**src/rtl/fetch_pkg.sv**
```systemverilog
// fetch_pkg: shared types and default constants for the fetch sequencer.
//   fetch_state_t : sequencer states (BOOT, FETCH, HOLD, DROP)
//   redir_src_t   : which EXE source wins the redirect (NONE, BR, JAL, JALR)
//   DEF_*         : default parameter values for fetch_ctrl
package fetch_pkg;

    localparam int unsigned DEF_PC_W     = 15;
    localparam int unsigned DEF_INSTR_W  = 32;
    localparam int unsigned DEF_RESET_PC = 0;
    localparam int unsigned DEF_PC_STEP  = 4;

    typedef enum logic [1:0] {
        BOOT  = 2'd0,
        FETCH = 2'd1,
        HOLD  = 2'd2,
        DROP  = 2'd3
    } fetch_state_t;

    typedef enum logic [1:0] {
        NONE = 2'd0,
        BR   = 2'd1,
        JAL  = 2'd2,
        JALR = 2'd3
    } redir_src_t;

endpackage

```
**src/rtl/fetch_redirect_sel.sv**
```systemverilog
// fetch_redirect_sel: combinational priority select of the EXE redirect.
// Priority jalr > jal > branch.
// Ports:
//   branch_EXE/jal_EXE/jalr_EXE           : redirect requests
//   branch/jal/jalr_address_EXE [PC_W]    : corresponding targets
//   redir                                  : any redirect requested
//   target [PC_W]                          : winning target (0 when none)
module fetch_redirect_sel
    import fetch_pkg::*;
#(
    parameter int unsigned PC_W = DEF_PC_W
) (
    input  logic            branch_EXE,
    input  logic            jal_EXE,
    input  logic            jalr_EXE,
    input  logic [PC_W-1:0] branch_address_EXE,
    input  logic [PC_W-1:0] jal_address_EXE,
    input  logic [PC_W-1:0] jalr_address_EXE,
    output logic            redir,
    output logic [PC_W-1:0] target
);

    redir_src_t src;

    always_comb begin
        if (jalr_EXE)        src = JALR;
        else if (jal_EXE)    src = JAL;
        else if (branch_EXE) src = BR;
        else                 src = NONE;
    end

    always_comb begin
        case (src)
            JALR:    target = jalr_address_EXE;
            JAL:     target = jal_address_EXE;
            BR:      target = branch_address_EXE;
            default: target = '0;
        endcase
    end

    assign redir = (src != NONE);

endmodule

```
**src/rtl/fetch_ctrl.sv**
```systemverilog
// fetch_ctrl: fetch sequencer between PC/IF logic and a handshaked
// instruction memory. Owns the IF/ID register, bubble insertion, a one-entry
// skid buffer for data returning during a hazard stall, and the ID/EX flush.
// Ports:
//   clk, reset (async, active-high)
//   pc_write_HZRD            : 1 = pipeline advances, 0 = hold IF/ID
//   branch/jal/jalr_EXE(+_address_EXE) : EXE redirects (jalr > jal > branch)
//   imem_req/imem_addr       : fetch request, address stable until imem_ack
//   imem_ack/imem_rdata      : request complete, instruction data
//   instruction_IF_ID/pc_IF_ID/valid_IF_ID : IF/ID register (valid=0 bubble)
//   flush_ID_EX              : one-cycle pulse after each redirect cycle
// Optional: `define FETCH_CTRL_PERF_EN adds perf_fetched / perf_redirects.
module fetch_ctrl
    import fetch_pkg::*;
#(
    parameter int unsigned PC_W     = DEF_PC_W,
    parameter int unsigned INSTR_W  = DEF_INSTR_W,
    parameter int unsigned RESET_PC = DEF_RESET_PC,
    parameter int unsigned PC_STEP  = DEF_PC_STEP
) (
    input  logic               clk,
    input  logic               reset,
    input  logic               pc_write_HZRD,
    input  logic               branch_EXE,
    input  logic               jal_EXE,
    input  logic               jalr_EXE,
    input  logic [PC_W-1:0]    branch_address_EXE,
    input  logic [PC_W-1:0]    jal_address_EXE,
    input  logic [PC_W-1:0]    jalr_address_EXE,
    output logic               imem_req,
    output logic [PC_W-1:0]    imem_addr,
    input  logic               imem_ack,
    input  logic [INSTR_W-1:0] imem_rdata,
    output logic [INSTR_W-1:0] instruction_IF_ID,
    output logic [PC_W-1:0]    pc_IF_ID,
    output logic               valid_IF_ID,
    output logic               flush_ID_EX
`ifdef FETCH_CTRL_PERF_EN
    ,
    output logic [31:0]        perf_fetched,
    output logic [31:0]        perf_redirects
`endif
);

    localparam logic [PC_W-1:0] PC_RST = PC_W'(RESET_PC);
    localparam logic [PC_W-1:0] PC_INC = PC_W'(PC_STEP);

    fetch_state_t       state;
    logic [PC_W-1:0]    pc_q;
    logic [PC_W-1:0]    addr_q;
    logic [PC_W-1:0]    pc_seq;
    logic [PC_W-1:0]    target;
    logic               redir;
    // Skid buffer contents are meaningful only while in HOLD.
    logic [INSTR_W-1:0] skid_instr;
    logic [PC_W-1:0]    skid_pc;

    fetch_redirect_sel #(
        .PC_W(PC_W)
    ) u_redirect_sel (
        .branch_EXE         (branch_EXE),
        .jal_EXE            (jal_EXE),
        .jalr_EXE           (jalr_EXE),
        .branch_address_EXE (branch_address_EXE),
        .jal_address_EXE    (jal_address_EXE),
        .jalr_address_EXE   (jalr_address_EXE),
        .redir              (redir),
        .target             (target)
    );

    assign pc_seq    = pc_q + PC_INC;
    assign imem_addr = addr_q;

    always_ff @(posedge clk or posedge reset) begin
        if (reset) begin
            state             <= BOOT;
            pc_q              <= PC_RST;
            addr_q            <= '0;
            imem_req          <= 1'b0;
            instruction_IF_ID <= '0;
            pc_IF_ID          <= '0;
            valid_IF_ID       <= 1'b0;
            flush_ID_EX       <= 1'b0;
            skid_instr        <= '0;
            skid_pc           <= '0;
        end else begin
            flush_ID_EX <= redir;
            case (state)
                BOOT: begin
                    state    <= FETCH;
                    imem_req <= 1'b1;
                    if (redir) begin
                        pc_q   <= target;
                        addr_q <= target;
                    end else begin
                        addr_q <= pc_q;
                    end
                end

                FETCH: begin
                    if (redir) begin
                        pc_q        <= target;
                        valid_IF_ID <= 1'b0;
                        if (imem_ack) begin
                            addr_q <= target;
                        end else begin
                            // request still in flight: finish it at the old address
                            state <= DROP;
                        end
                    end else if (imem_ack) begin
                        pc_q <= pc_seq;
                        if (pc_write_HZRD) begin
                            instruction_IF_ID <= imem_rdata;
                            pc_IF_ID          <= addr_q;
                            valid_IF_ID       <= 1'b1;
                            addr_q            <= pc_seq;
                        end else begin
                            skid_instr <= imem_rdata;
                            skid_pc    <= addr_q;
                            state      <= HOLD;
                            imem_req   <= 1'b0;
                        end
                    end else if (pc_write_HZRD) begin
                        valid_IF_ID <= 1'b0;
                    end
                end

                HOLD: begin
                    if (redir) begin
                        pc_q        <= target;
                        addr_q      <= target;
                        valid_IF_ID <= 1'b0;
                        state       <= FETCH;
                        imem_req    <= 1'b1;
                    end else if (pc_write_HZRD) begin
                        instruction_IF_ID <= skid_instr;
                        pc_IF_ID          <= skid_pc;
                        valid_IF_ID       <= 1'b1;
                        addr_q            <= pc_q;
                        state             <= FETCH;
                        imem_req          <= 1'b1;
                    end
                end

                DROP: begin
                    valid_IF_ID <= 1'b0;
                    if (redir) begin
                        pc_q <= target;
                        // a redirect landing on the draining ack can restart directly
                        if (imem_ack) begin
                            addr_q <= target;
                            state  <= FETCH;
                        end
                    end else if (imem_ack) begin
                        addr_q <= pc_q;
                        state  <= FETCH;
                    end
                end

                default: begin
                    state    <= BOOT;
                    imem_req <= 1'b0;
                end
            endcase
        end
    end

`ifdef FETCH_CTRL_PERF_EN
    logic wr_valid;

    assign wr_valid = !redir && pc_write_HZRD &&
                      ((state == FETCH && imem_ack) || state == HOLD);

    always_ff @(posedge clk or posedge reset) begin
        if (reset) begin
            perf_fetched   <= '0;
            perf_redirects <= '0;
        end else begin
            if (wr_valid) perf_fetched   <= perf_fetched + 32'd1;
            if (redir)    perf_redirects <= perf_redirects + 32'd1;
        end
    end
`endif

endmodule

```
**config.mk**
```make
export PLATFORM = sky130hd
export DESIGN_NAME = fetch_ctrl
export DESIGN_NICKNAME = d
export VERILOG_FILES = /design/src/rtl/fetch_pkg.sv /design/src/rtl/fetch_redirect_sel.sv /design/src/rtl/fetch_ctrl.sv
export SDC_FILE = /design/constraint.sdc
export NUM_CORES = 1
export LEC_CHECK = 0
export CAP_MARGIN = 20
export CORE_ASPECT_RATIO = 1.5
export CORE_MARGIN = 4
export CORE_UTILIZATION = 55
export CTS_CLUSTER_DIAMETER = 80
export DETAILED_ROUTE_END_ITERATION = 16
export PLACE_DENSITY = 0.88
export SETUP_SLACK_MARGIN = 0.15
export SLEW_MARGIN = 20
export SYNTH_ARGS = -nofsm -noshare
export SYNTH_HDL_FRONTEND = slang
export SYNTH_SLANG_ARGS = --single-unit
```
**constraint.sdc**
```tcl
create_clock -name clk -period 10.2 [get_ports clk]
set_input_delay 2.55 -clock clk [delete_from_list [all_inputs] [get_ports clk]]
set_output_delay 2.55 -clock clk [all_outputs]
set_load 0.02 [all_outputs]
```
### After elaboration in Yosys (flattened, before gate mapping)

Cells that the tools add are included.

* equality and inequality tests: 20
* add/subtract/negate cells: 1
* reduce and logical (&&, ||, !) cells: 12
* bitwise logic cells: 2
* mux-type cells: 49

Operators by type and width (number)
* 15-bit 2-to-1 mux: 16
* 32-bit 2-to-1 mux: 5
* 32-bit one-hot mux with 2 select lines: 1
* 15-bit one-hot mux with 2 select lines: 2
* 15-bit one-hot mux with 4 select lines: 1
* 15-bit one-hot mux with 3 select lines: 1
* 2-bit 2-to-1 mux: 9
* 3-bit inequality test (second input constant): 6
* 15-bit by 3-bit adder with 15-bit output (second input constant): 1
* 2-bit inequality test (second input constant): 7
* 1-bit 2-to-1 mux: 11
* 5-bit AND reduction: 2
* 2-bit equality test (second input constant): 4
* 2-bit one-hot mux with 4 select lines: 1
* 4-bit AND reduction: 2
* 1-bit one-hot mux with 3 select lines: 2
* 6-bit AND reduction: 1
* 3-bit nonzero test: 2
* 2-bit by 1-bit equality test with 1-bit output (second input constant): 2
* 4-bit inequality test (second input constant): 1
* 2-bit nonzero test: 2
* 3-bit OR reduction: 1
* 2-bit zero test: 1
* 1-bit inverter: 2
* 2-bit AND reduction: 1

* output and inout bits: 65
* register bits: 129

### Longest topological paths before layout

Gate-level depths: netlist of run 1.

* word-level depth: 8
* gate-level depth with buffers: 8
* depth with buffers taken out: 6

### Hierarchy

From an unflattened synthesis of run 1, not the netlist that was laid out.

* cells, all modules: 614
* area total of the unflattened synthesis: 6692.7 sq um

Modules (own cells, without submodules)
* fetch_ctrl: area each 6248.5 sq um, cells each 546, sequential area each 3228.1 sq um, instances 1
* fetch_redirect_sel: area each 444.2 sq um, cells each 68, sequential area each 0.0 sq um, instances 1

### Worst setup path after synthesis of run 1

No wires, ideal clock.

* path type: input to register
* start point: in pc_write_HZRD
* end point: reg skid_instr[0]
* setup time: 125 ps
* slack: 6063 ps
* cell stages on the path: 7
* arrival time: 4012 ps
* cell sequence: buf_6 -> or4_4 -> buf_6 -> nor2_4 -> buf_6 -> buf_12 -> mux2_4

* cells in the longest elaborated chain, start to end: 2

Ends and longest elaborated chain
* start, declared: line fetch_ctrl.sv:23 `input logic pc_write_HZRD,`
* 1-bit inverter (no source line)
* 4-bit AND reduction (no source line)
* end signal, assigned: line fetch_ctrl.sv:118 `skid_instr <= imem_rdata;`
* end, declared: line fetch_ctrl.sv:55 `logic [INSTR_W-1:0] skid_instr;`

Every way passes these cells.
A chain may end at the register's enable or synchronous reset.

### Worst setup path after layout of run 1

* start point: in branch_EXE
* end point: reg instruction_IF_ID[20]

* cells in the longest elaborated chain, start to end: 6

Ends and longest elaborated chain
* start, declared: line fetch_ctrl.sv:24 `input logic branch_EXE,`
* 1-bit 2-to-1 mux (*): line fetch_redirect_sel.sv:28 `else if (branch_EXE) src = BR;`
* 2-bit 2-to-1 mux (*): line fetch_redirect_sel.sv:27 `else if (jal_EXE) src = JAL;`
* 2-bit 2-to-1 mux (*): line fetch_redirect_sel.sv:26 `if (jalr_EXE) src = JALR;`
* 2-bit nonzero test (*): line fetch_redirect_sel.sv:41 `assign redir = (src != NONE);`
* 2-bit inequality test (no source line)
* 6-bit AND reduction (no source line) (*)
* end signal, assigned: line fetch_ctrl.sv:113 `instruction_IF_ID <= imem_rdata;`
* end signal, assigned: line fetch_ctrl.sv:136 `instruction_IF_ID <= skid_instr;`
* end, declared: line fetch_ctrl.sv:34 `output logic [INSTR_W-1:0] instruction_IF_ID,`

Mark *: on every way between the ends. The rest lies on a longest branch, timed or not.

==> impl_metrics.yaml, run 1 <==
run_status:
  status: "finished, final reports clean"
sta:
  hold_slack_ns: 0.4800
  finalClockSkew_ns: 0.01262
  tightest_slew_ns: 0.9228
  setup_tns_ns: 0
  timing.final.crit_share_pct: 49.78
  hold_violations: 0
  timing.fmax_ghz: 0.1969
  setup_viol: 0
  setup_ws_ns: 5.122
  period_needed_ns: 5.078
  drv_slew: 0
  rsz0062_at_grt: "no"
  relSlewSlack_pct: 38.48
yosys:
  synthSimpleGateAreaFrac_pct: 12.35
  synth_top_cell_by_area: "dfrtp_1"
  synth.most_common_cell: "dfrtp_1"
  synth_flop_cell: "dfrtp_1"
  synth_top_family_by_area: "compound AO/OA/AOI/OAI gates"
  synthXorXnorAreaFrac_pct: 1.392
  syn_inst: 675
  avgSynthCellArea_um2: 10.25
  synth-adder-area-share_pct: 0.1808
  async_flop_share_pct: 100.0
  syn_nets: 760
  synthMuxAreaShare_pct: 16.53
  netlist_area_um2: 6920
  synthTopCellsByArea: "dfrtp_1 (47%), mux2i_1 (7.1%), mux2_4 (6.5%)"
  synth_top_area_share_pct: 46.65
  synth_compound_area_share_pct: 17.48
  yosysSeqAreaShare_pct: 46.65
  synth_edf_count: 0
  synthDistinctLibCells: 68
  ys_warn_count: 0
  synth_common_cells: "dfrtp_1 (129), o21ai_0 (79), nand2_1 (78)"
  yosys_register_bits: 129
placed_design:
  dp_hpwl_um: 12340
  gp_congestion: 0.8788
  dp_slack_ns: 4.847
  placed_area_um2: 8372
  portBuffers: 148
setup_path:
  ff2ff_setup_slack_ns: 7.15
  r2r_cells: 6
  endpoint: "instruction_IF_ID[20]"
  rr_endpoint: "instruction_IF_ID[20]"
  start_kind: "input port"
  cp_max_fo: 94
  critPathLaunch: "branch_EXE"
  arrival_ns: 5.30
  required_ns: 10.42
  critPathKind: "in2reg"
  r2r_start: "state[0]"
  cp-end-kind: "register"
pwr:
  clkPwrFrac_pct: 34.9
  internal_power_mw: 1.189
  switching_share_pct: 30.00
  combPwrFrac_pct: 24.7
  power.switching_mw: 0.5096
  seqPwrFrac_pct: 40.5
  p_leak_nw: 4.148
  power_density_nw_per_um2: 189.2
  power_mw: 1.699
  vdd_drop_max_v: 0.00009126
die:
  coreArea_um2: 12140
  die_y_um: 145.4
  die_area_um2: 14480
  fp-row-count: 49
  num_io_pins: 149
  die_w_um: 99.59
  initial_core_util_pct: 57.01
grt:
  grt_start_max_net_pins: 95
  antenna_found_initial: 0
  grt_pass1_wl_um: 29680
  grt_pass1_vias: 5891
  grtUsageTotal_pct: 25.24
  grt_overflow_total: 0
clock_tree:
  cts-root-buf: "clkbuf_16"
  clk-insertion-delay-late_ns: 0.42
  ctsHtreeMaxLevel: 4
  cts_setup_buffers: 0
  numCtsBuffers: 17
  cts_tree: "yes"
  ctsLongestPathBuffers: 2
  cts_sinks: 129
  hold_buffers: 0
  cts.reportedPaths.clkPinSlew_ns: 0.06
  cts.repair.resized: 0
layout:
  diodes: 0
  multi_input_area_um2: 3337
  layout-drive-gt1-share_pct: 12.35
  area_growth_syn_to_layout_pct: 29.72
  final_cell_area_um2: 8977
  fillCellCount: 844
  nets: 883
  register_area_um2: 3228
route:
  viasPerCell: 6.053
  wire_per_inst_um: 19.37
  drc: 0
  dr.pass1.iters: 5
  wl_um: 18660
  vias: 5829
  drt_iter0_markers: 281
  antenna_left: 0
hold_path:
  holdCritPathClass: "reg2reg"
  hold_depth: 2
flow_run:
  maxCapViolations: 0
-- sequential cells by signal, summed over array words and instances (netlist names) --
| register | flops |
|---|---|
| pc_IF_ID | 15 |
| skid_instr | 32 |
| flush_ID_EX | 1 |
| skid_pc | 15 |
| instruction_IF_ID | 32 |
| state | 2 |
| valid_IF_ID | 1 |
| imem_addr | 15 |
| pc_q | 15 |
| imem_req | 1 |
-- cells by family after synthesis --
group           Yosys count
xor+xnor                 11
simple gates            176
compound gates          189
mux                      97
flops                   129
buf+inv                  72
fa+ha+maj                 1
-- cells in the final DEF (no fill, tap or decap), drive strengths merged, types with 4 or more instances in the layout --
cell type | netlist | final
dfrtp | 129 | 129
clkdlybuf4s50 | 0 | 148
clkbuf | 23 | 18
mux2 | 48 | 48
nor3 | 11 | 11
nor2b | 7 | 7
nand2b | 6 | 6
a21o | 7 | 7
xor2 | 4 | 4
mux2i | 49 | 49
buf | 30 | 9
a22oi | 9 | 9
nor4 | 4 | 4
a221oi | 5 | 5
a32oi | 7 | 7
inv | 19 | 20
nand2 | 80 | 80
o31ai | 6 | 6
clkinv | 0 | 8
o21ai | 85 | 85
nand3 | 12 | 12
nor2 | 32 | 32
a21oi | 29 | 29
xnor2 | 7 | 7
nand3b | 7 | 7
nor3b | 5 | 5
a22o | 6 | 6
-- critical path, cell delays in order --
cell	delay [ns]
clkdlybuf4s50_1	0.77
nor3_4	0.30
buf_4	0.35
nand3_4	0.72
nand2_1	0.37
o21ai_0	0.19
-- per-layer routing --
metal	vias to the layer above	global-route usage (%)	part of all wire [%]
li1	2679	-	-
met1	2874	31.21	40
met2	243	43.27	52
met3	33	4.892	6.1
met4	0	9.569	2.4
met5	-	0	0
-- worst min-delay path by stage --
stage,start,to
2_1_floorplan,skid_instr[26],skid_instr[26]
3_3_place_gp,instruction_IF_ID[18],instruction_IF_ID[18]
3_5_place_dp,instruction_IF_ID[11],instruction_IF_ID[11]
4_1_cts,instruction_IF_ID[11],instruction_IF_ID[11]
5_1_grt,pc_IF_ID[1],pc_IF_ID[1]
6_report,pc_IF_ID[10],pc_IF_ID[10]
-- metrics by stage --
step | utilization [%] | std cells
finish | 73.95 | 963
global route | 73.95 | 963
detailed placement | 68.97 | 931
CTS | 73.73 | 962
global placement | 68.97 | 931
floorplan | - | 675
-- power groups by stage --
| stage | Clock (mW) | Combinational (mW) | Sequential [mW] |
|---|---|---|---|
| after global placement | 0 | 0.397 | 0.684 |
| after detailed placement | 0 | 0.414 | 0.691 |
| after floorplan | 0 | 0.172 | 0.733 |
| final | 0.593 | 0.419 | 0.687 |
| after global routing | 0.625 | 0.451 | 0.698 |
| after CTS | 0.597 | 0.419 | 0.685 |
-- area by class of cell --
cell class,instances,share of cell area [%]
multi-input combinational,474,37.17
sequential,129,35.96
timing repair buffer,157,17.48
clock buffer,18,4.892
tap,153,2.132
clock inverter,13,1.547
inverter,19,0.8223
Power figures use the tool's default switching activity.
==> run 2, diff against run 1 <==
--- a/config.mk
+++ b/config.mk
@@ -8,10 +8,10 @@
 export CAP_MARGIN = 20
 export CORE_ASPECT_RATIO = 1.5
 export CORE_MARGIN = 4
-export CORE_UTILIZATION = 55
+export CORE_UTILIZATION = 47
 export CTS_CLUSTER_DIAMETER = 80
 export DETAILED_ROUTE_END_ITERATION = 16
-export PLACE_DENSITY = 0.88
+export PLACE_DENSITY = 0.8
 export SETUP_SLACK_MARGIN = 0.15
 export SLEW_MARGIN = 20
 export SYNTH_ARGS = -nofsm -noshare
==> constraint.sdc (replaced) <==
create_clock -name clk -period 4.5 [get_ports clk]
set_input_delay 1.125 -clock clk [delete_from_list [all_inputs] [get_ports clk]]
set_output_delay 1.125 -clock clk [all_outputs]
set_load 0.02 [all_outputs]
==> impl_metrics.yaml, run 2 (same netlist as run 1, synthesis figures left out) <==
route:
  wire_per_inst_um: 16.88
  vias: 5578
  drc: 0
  wl_um: 17030
  drt_iter0_markers: 291
  wl_met3_um: 909
  wl_met2_um: 8808
  dr.pass1.iters: 5
  highest_layer: "met4"
  viasPerCell: 5.528
  routedLengthMet1_um: 6973
  antenna_left: 0
die:
  fp-row-count: 54
  die_w_um: 107.1
  coreArea_um2: 14530
  die_y_um: 156.6
  initial_core_util_pct: 47.64
  die_area_um2: 16770
  num_io_pins: 149
clock_tree:
  cts_sinks: 129
  cts-root-buf: "clkbuf_16"
  ctsHtreeMaxLevel: 4
  hold_buffers: 0
  clk-insertion-delay-late_ns: 0.41
  numCtsBuffers: 17
  cts.reportedPaths.clkPinSlew_ns: 0.06
  cts_tree: "yes"
  ctsLongestPathBuffers: 2
  cts_setup_buffers: 0
  cts.repair.resized: 0
setup_path:
  rr_endpoint: "pc_IF_ID[5]"
  r2r_cells: 6
  r2r_start: "state[0]"
  crit_slowest_cell: "or4_4"
  cp-end-kind: "register"
  critPathKind: "in2reg"
  arrival_ns: 3.30
  endpoint: "skid_instr[17]"
  cp_max_fo: 47
  ff2ff_setup_slack_ns: 2.00
  start_kind: "input port"
  path_delay_family: "buffers and inverters"
  slowest_delay_ns: 0.69
  required_ns: 4.79
  cp_cell_sequence: "clkdlybuf4s50_1 -> or4_4 -> nor2_4 -> buf_12 -> mux2_2"
  worst-path-stages: 5
  critPathLaunch: "pc_write_HZRD"
  path_buf_inv: 2
grt:
  antenna_found_initial: 0
  grt_start_max_net_pins: 130
  grt_overflow_total: 0
  grt_pass1_vias: 5520
  grt_pass1_wl_um: 27860
  grtUsageTotal_pct: 20.74
sta:
  relSlewSlack_pct: 44.32
  timing.final.crit_share_pct: 66.86
  rsz0062_at_grt: "no"
  timing.fmax_ghz: 0.3324
  drv_slew: 0
  setup_viol: 0
  hold_violations: 0
  period_needed_ns: 3.009
  tightest_slew_ns: 0.8353
  setup_tns_ns: 0
  finalClockSkew_ns: 0.01105
layout:
  largestRegisters: "instruction_IF_ID (32), skid_instr (32)"
  diodes: 0
  final_cell_area_um2: 9084
  nets: 886
  final_cell_mix: "clkdlybuf4s50_1 (148), dfrtp_1 (129), o21ai_0 (79), nand2_1 (78), mux2i_1 (49)"
  layout-drive-gt1-share_pct: 12.55
  area_growth_syn_to_layout_pct: 31.26
  final_common_cell: "clkdlybuf4s50_1"
  final_util_pct: 62.53
flow_run:
  maxCapViolations: 0
placed_design:
  placed_area_um2: 8482
  gp_congestion: 0.9019
  portBuffers: 148
  dp_hpwl_um: 11600
hold_path:
  holdCritPathClass: "reg2reg"
pwr:
  vdd_drop_max_v: 0.0002196
  power_mw: 3.867
  p_leak_nw: 4.163
  power_density_nw_per_um2: 425.7
run_status:
  status: "finished, final reports clean"
[run 2: final cells by class]
class / count / area, um2
Inverter: 19 / 75.07
Timing Repair Buffer: 160 / 1597
Sequential cell: 129 / 3228
Fill cell: 1188 / 5443
Clock inverter: 12 / 158.9
Tap cell: 196 / 245.2
Multi-Input combinational cell: 474 / 3337
Clock buffer: 19 / 442.9
[run 2: tightest hold or removal path, cell delays in order (launching register included)]
cell and delay (ns):
dfrtp_1 0.34, nand2_1 0.04, o21ai_0 0.06
[run 2: report_power, final]
part           switching, mW  internal, mW
Clock                  0.508         0.885
Combinational          0.444         0.485
Sequential             0.161          1.38
[run 2: stage by stage]
stage / hold WS (ns) / std cells / worst slack (ns)
detailed placement: 0.4698 / 978 / 1.090
CTS: 0.4825 / 1009 / 1.512
floorplan: 0.4574 / 675 / 1.780
finish: 0.4767 / 1009 / 1.491
global route: 0.4993 / 1009 / 1.386
global placement: 0.4605 / 978 / 1.082
[run 2: routing by layer]
| layer | GRT usage (%) | up-vias |
|---|---|---|
| li1 | - | 2679 |
| met1 | 25.71 | 2668 |
| met2 | 35.93 | 202 |
| met3 | 4.333 | 29 |
| met4 | 6.886 | 0 |
| met5 | 0 | - |
[run 2: worst min path at each step]
stage	from	to	slack [ns]	cells after the start
floorplan	skid_instr[26]	skid_instr[26]	0.46	1
global placement	instruction_IF_ID[6]	instruction_IF_ID[6]	0.46	2
detailed placement	instruction_IF_ID[13]	instruction_IF_ID[13]	0.47	2
CTS	instruction_IF_ID[13]	instruction_IF_ID[13]	0.48	2
global route	skid_instr[28]	skid_instr[28]	0.50	1
finish	instruction_IF_ID[13]	instruction_IF_ID[13]	0.48	2
==> run 3, diff against run 2 <==
==> constraint.sdc (replaced) <==
create_clock -name clk -period 2.6 [get_ports clk]
set_input_delay 0.65 -clock clk [delete_from_list [all_inputs] [get_ports clk]]
set_output_delay 0.65 -clock clk [all_outputs]
set_load 0.02 [all_outputs]
==> impl_metrics.yaml, run 3 (same netlist as run 1, synthesis figures left out) <==
setup_path:
  cp-end-kind: "register"
  cp_cell_sequence: "clkdlybuf4s50_1 -> or4_4 -> nor2_4 -> buf_4 -> mux2_2"
  worst-path-stages: 5
  path_delay_family: "simple AND/OR/NAND/NOR gates"
  cp_max_fo: 9
  start_kind: "input port"
  crit_slowest_cell: "or4_4"
  critPathKind: "in2reg"
  r2r_cells: 5
  path_buf_inv: 2
  slowest_delay_ns: 0.60
  arrival_ns: 2.48
  required_ns: 2.89
placed_design:
  dp_hpwl_um: 12420
  portBuffers: 148
  dp_slack_ns: 0.004372
  gp_congestion: 0.9620
grt:
  grt_start_max_net_pins: 95
  antenna_found_initial: 0
  grtUsageTotal_pct: 20.98
  grt_pass1_wl_um: 28170
  grt_pass1_vias: 5692
  grt_overflow_total: 0
die:
  die_area_um2: 16770
  fp-row-count: 54
  initial_core_util_pct: 47.64
  die_y_um: 156.6
  num_io_pins: 149
  coreArea_um2: 14530
  die_w_um: 107.1
route:
  wire_per_inst_um: 16.56
  viasPerCell: 5.512
  drc: 0
  dr.pass1.iters: 5
  wl_um: 17330
  vias: 5771
  antenna_left: 0
  drt_iter0_markers: 276
clock_tree:
  ctsLongestPathBuffers: 2
  cts_setup_buffers: 0
  cts_sinks: 129
  cts_tree: "yes"
  ctsHtreeMaxLevel: 4
  hold_buffers: 0
  clk-insertion-delay-late_ns: 0.41
  cts-root-buf: "clkbuf_16"
  numCtsBuffers: 17
  cts.reportedPaths.clkPinSlew_ns: 0.06
  cts.repair.resized: 0
pwr:
  combPwrFrac_pct: 25.1
  p_leak_nw: 4.338
  internal_power_mw: 4.600
  seqPwrFrac_pct: 40.7
  switching_share_pct: 30.16
  power_density_nw_per_um2: 702.9
  vdd_drop_max_v: 0.0004067
  clkPwrFrac_pct: 34.2
  power.switching_mw: 1.987
layout:
  largestRegisters: "instruction_IF_ID (32), skid_instr (32)"
  final_cell_mix: "clkdlybuf4s50_1 (148), dfrtp_1 (129), o21ai_0 (79), nand2_1 (78), mux2i_1 (49)"
  final_common_cell: "clkdlybuf4s50_1"
  nets: 923
  layout-drive-gt1-share_pct: 16.45
  area_growth_syn_to_layout_pct: 35.40
  diodes: 0
sta:
  timing.fmax_ghz: 0.4558
  tightest_slew_ns: 0.5203
  period_needed_ns: 2.194
  relSlewSlack_pct: 65.01
  finalClockSkew_ns: 0.009320
  rsz0062_at_grt: "no"
  drv_slew: 0
  timing.final.crit_share_pct: 84.39
  setup_tns_ns: 0
  setup_viol: 0
  hold_violations: 0
  setup_ws_ns: 0.4058
hold_path:
  hold_depth: 2
  holdCritPathClass: "reg2reg"
flow_run:
  maxCapViolations: 0
run_status:
  status: "finished, final reports clean"
## run 3: path summary, 6_finish.rpt
check / slack, ns / to / start
min reg2reg: 0.48 / instruction_IF_ID[9] / instruction_IF_ID[9]
max in group asynchronous: 1.31 / pc_IF_ID[6] / reset
max: 0.41 / skid_instr[16] / pc_write_HZRD
min in group asynchronous: 0.63 / imem_addr[8] / reset
min: 0.48 / instruction_IF_ID[9] / instruction_IF_ID[9]
max reg2reg: 0.50 / imem_addr[9] / pc_q[4]
## run 3: layout make-up
cell class	instances	area, um2
multi-input cells	474	3337
clock inverters	14	131.4
well taps	196	245.2
inverters	19	75.07
fillers	1179	5156
clock buffers	18	429.2
flip-flops and latches	129	3228
repair buffers	197	1924
## run 3: through the flow
stage	area [um2]	power (mW)	util, %	std cells	hold slack, ns
finish	9370	6.586	64.50	1047	0.4756
global route	9370	6.917	64.50	1047	0.5001
CTS	9370	6.644	64.50	1047	0.4815
detailed placement	8810	4.365	60.65	1015	0.4690
global placement	8810	4.311	60.65	1015	0.4612
floorplan	6924	3.554	-	675	0.4574
## run 3: worst reg2reg max path, stage by stage (launching register included)
cell	delay, ns
dfrtp_1	0.48
nand3_1	0.33
or4_4	0.53
or3_1	0.32
a31oi_1	0.19
a221o_1	0.17
## run 3: layer usage
metal	vias up	track usage, %	wire (um)
met5	-	0	0
met4	0	8.531	494
met3	39	4.086	881
met2	200	36.53	8879
met1	2770	25.34	7079
li1	2762	-	-
## run 3: power by group through the flow
stage | sequential (mW) | clock [mW] | combinational [mW]
2_1_floorplan | 2.88 | 0 | 0.676
3_3_place_gp | 2.69 | 0 | 1.62
3_5_place_dp | 2.70 | 0 | 1.66
4_1_cts | 2.68 | 2.29 | 1.67
5_1_grt | 2.74 | 2.40 | 1.78
6_report | 2.68 | 2.25 | 1.65
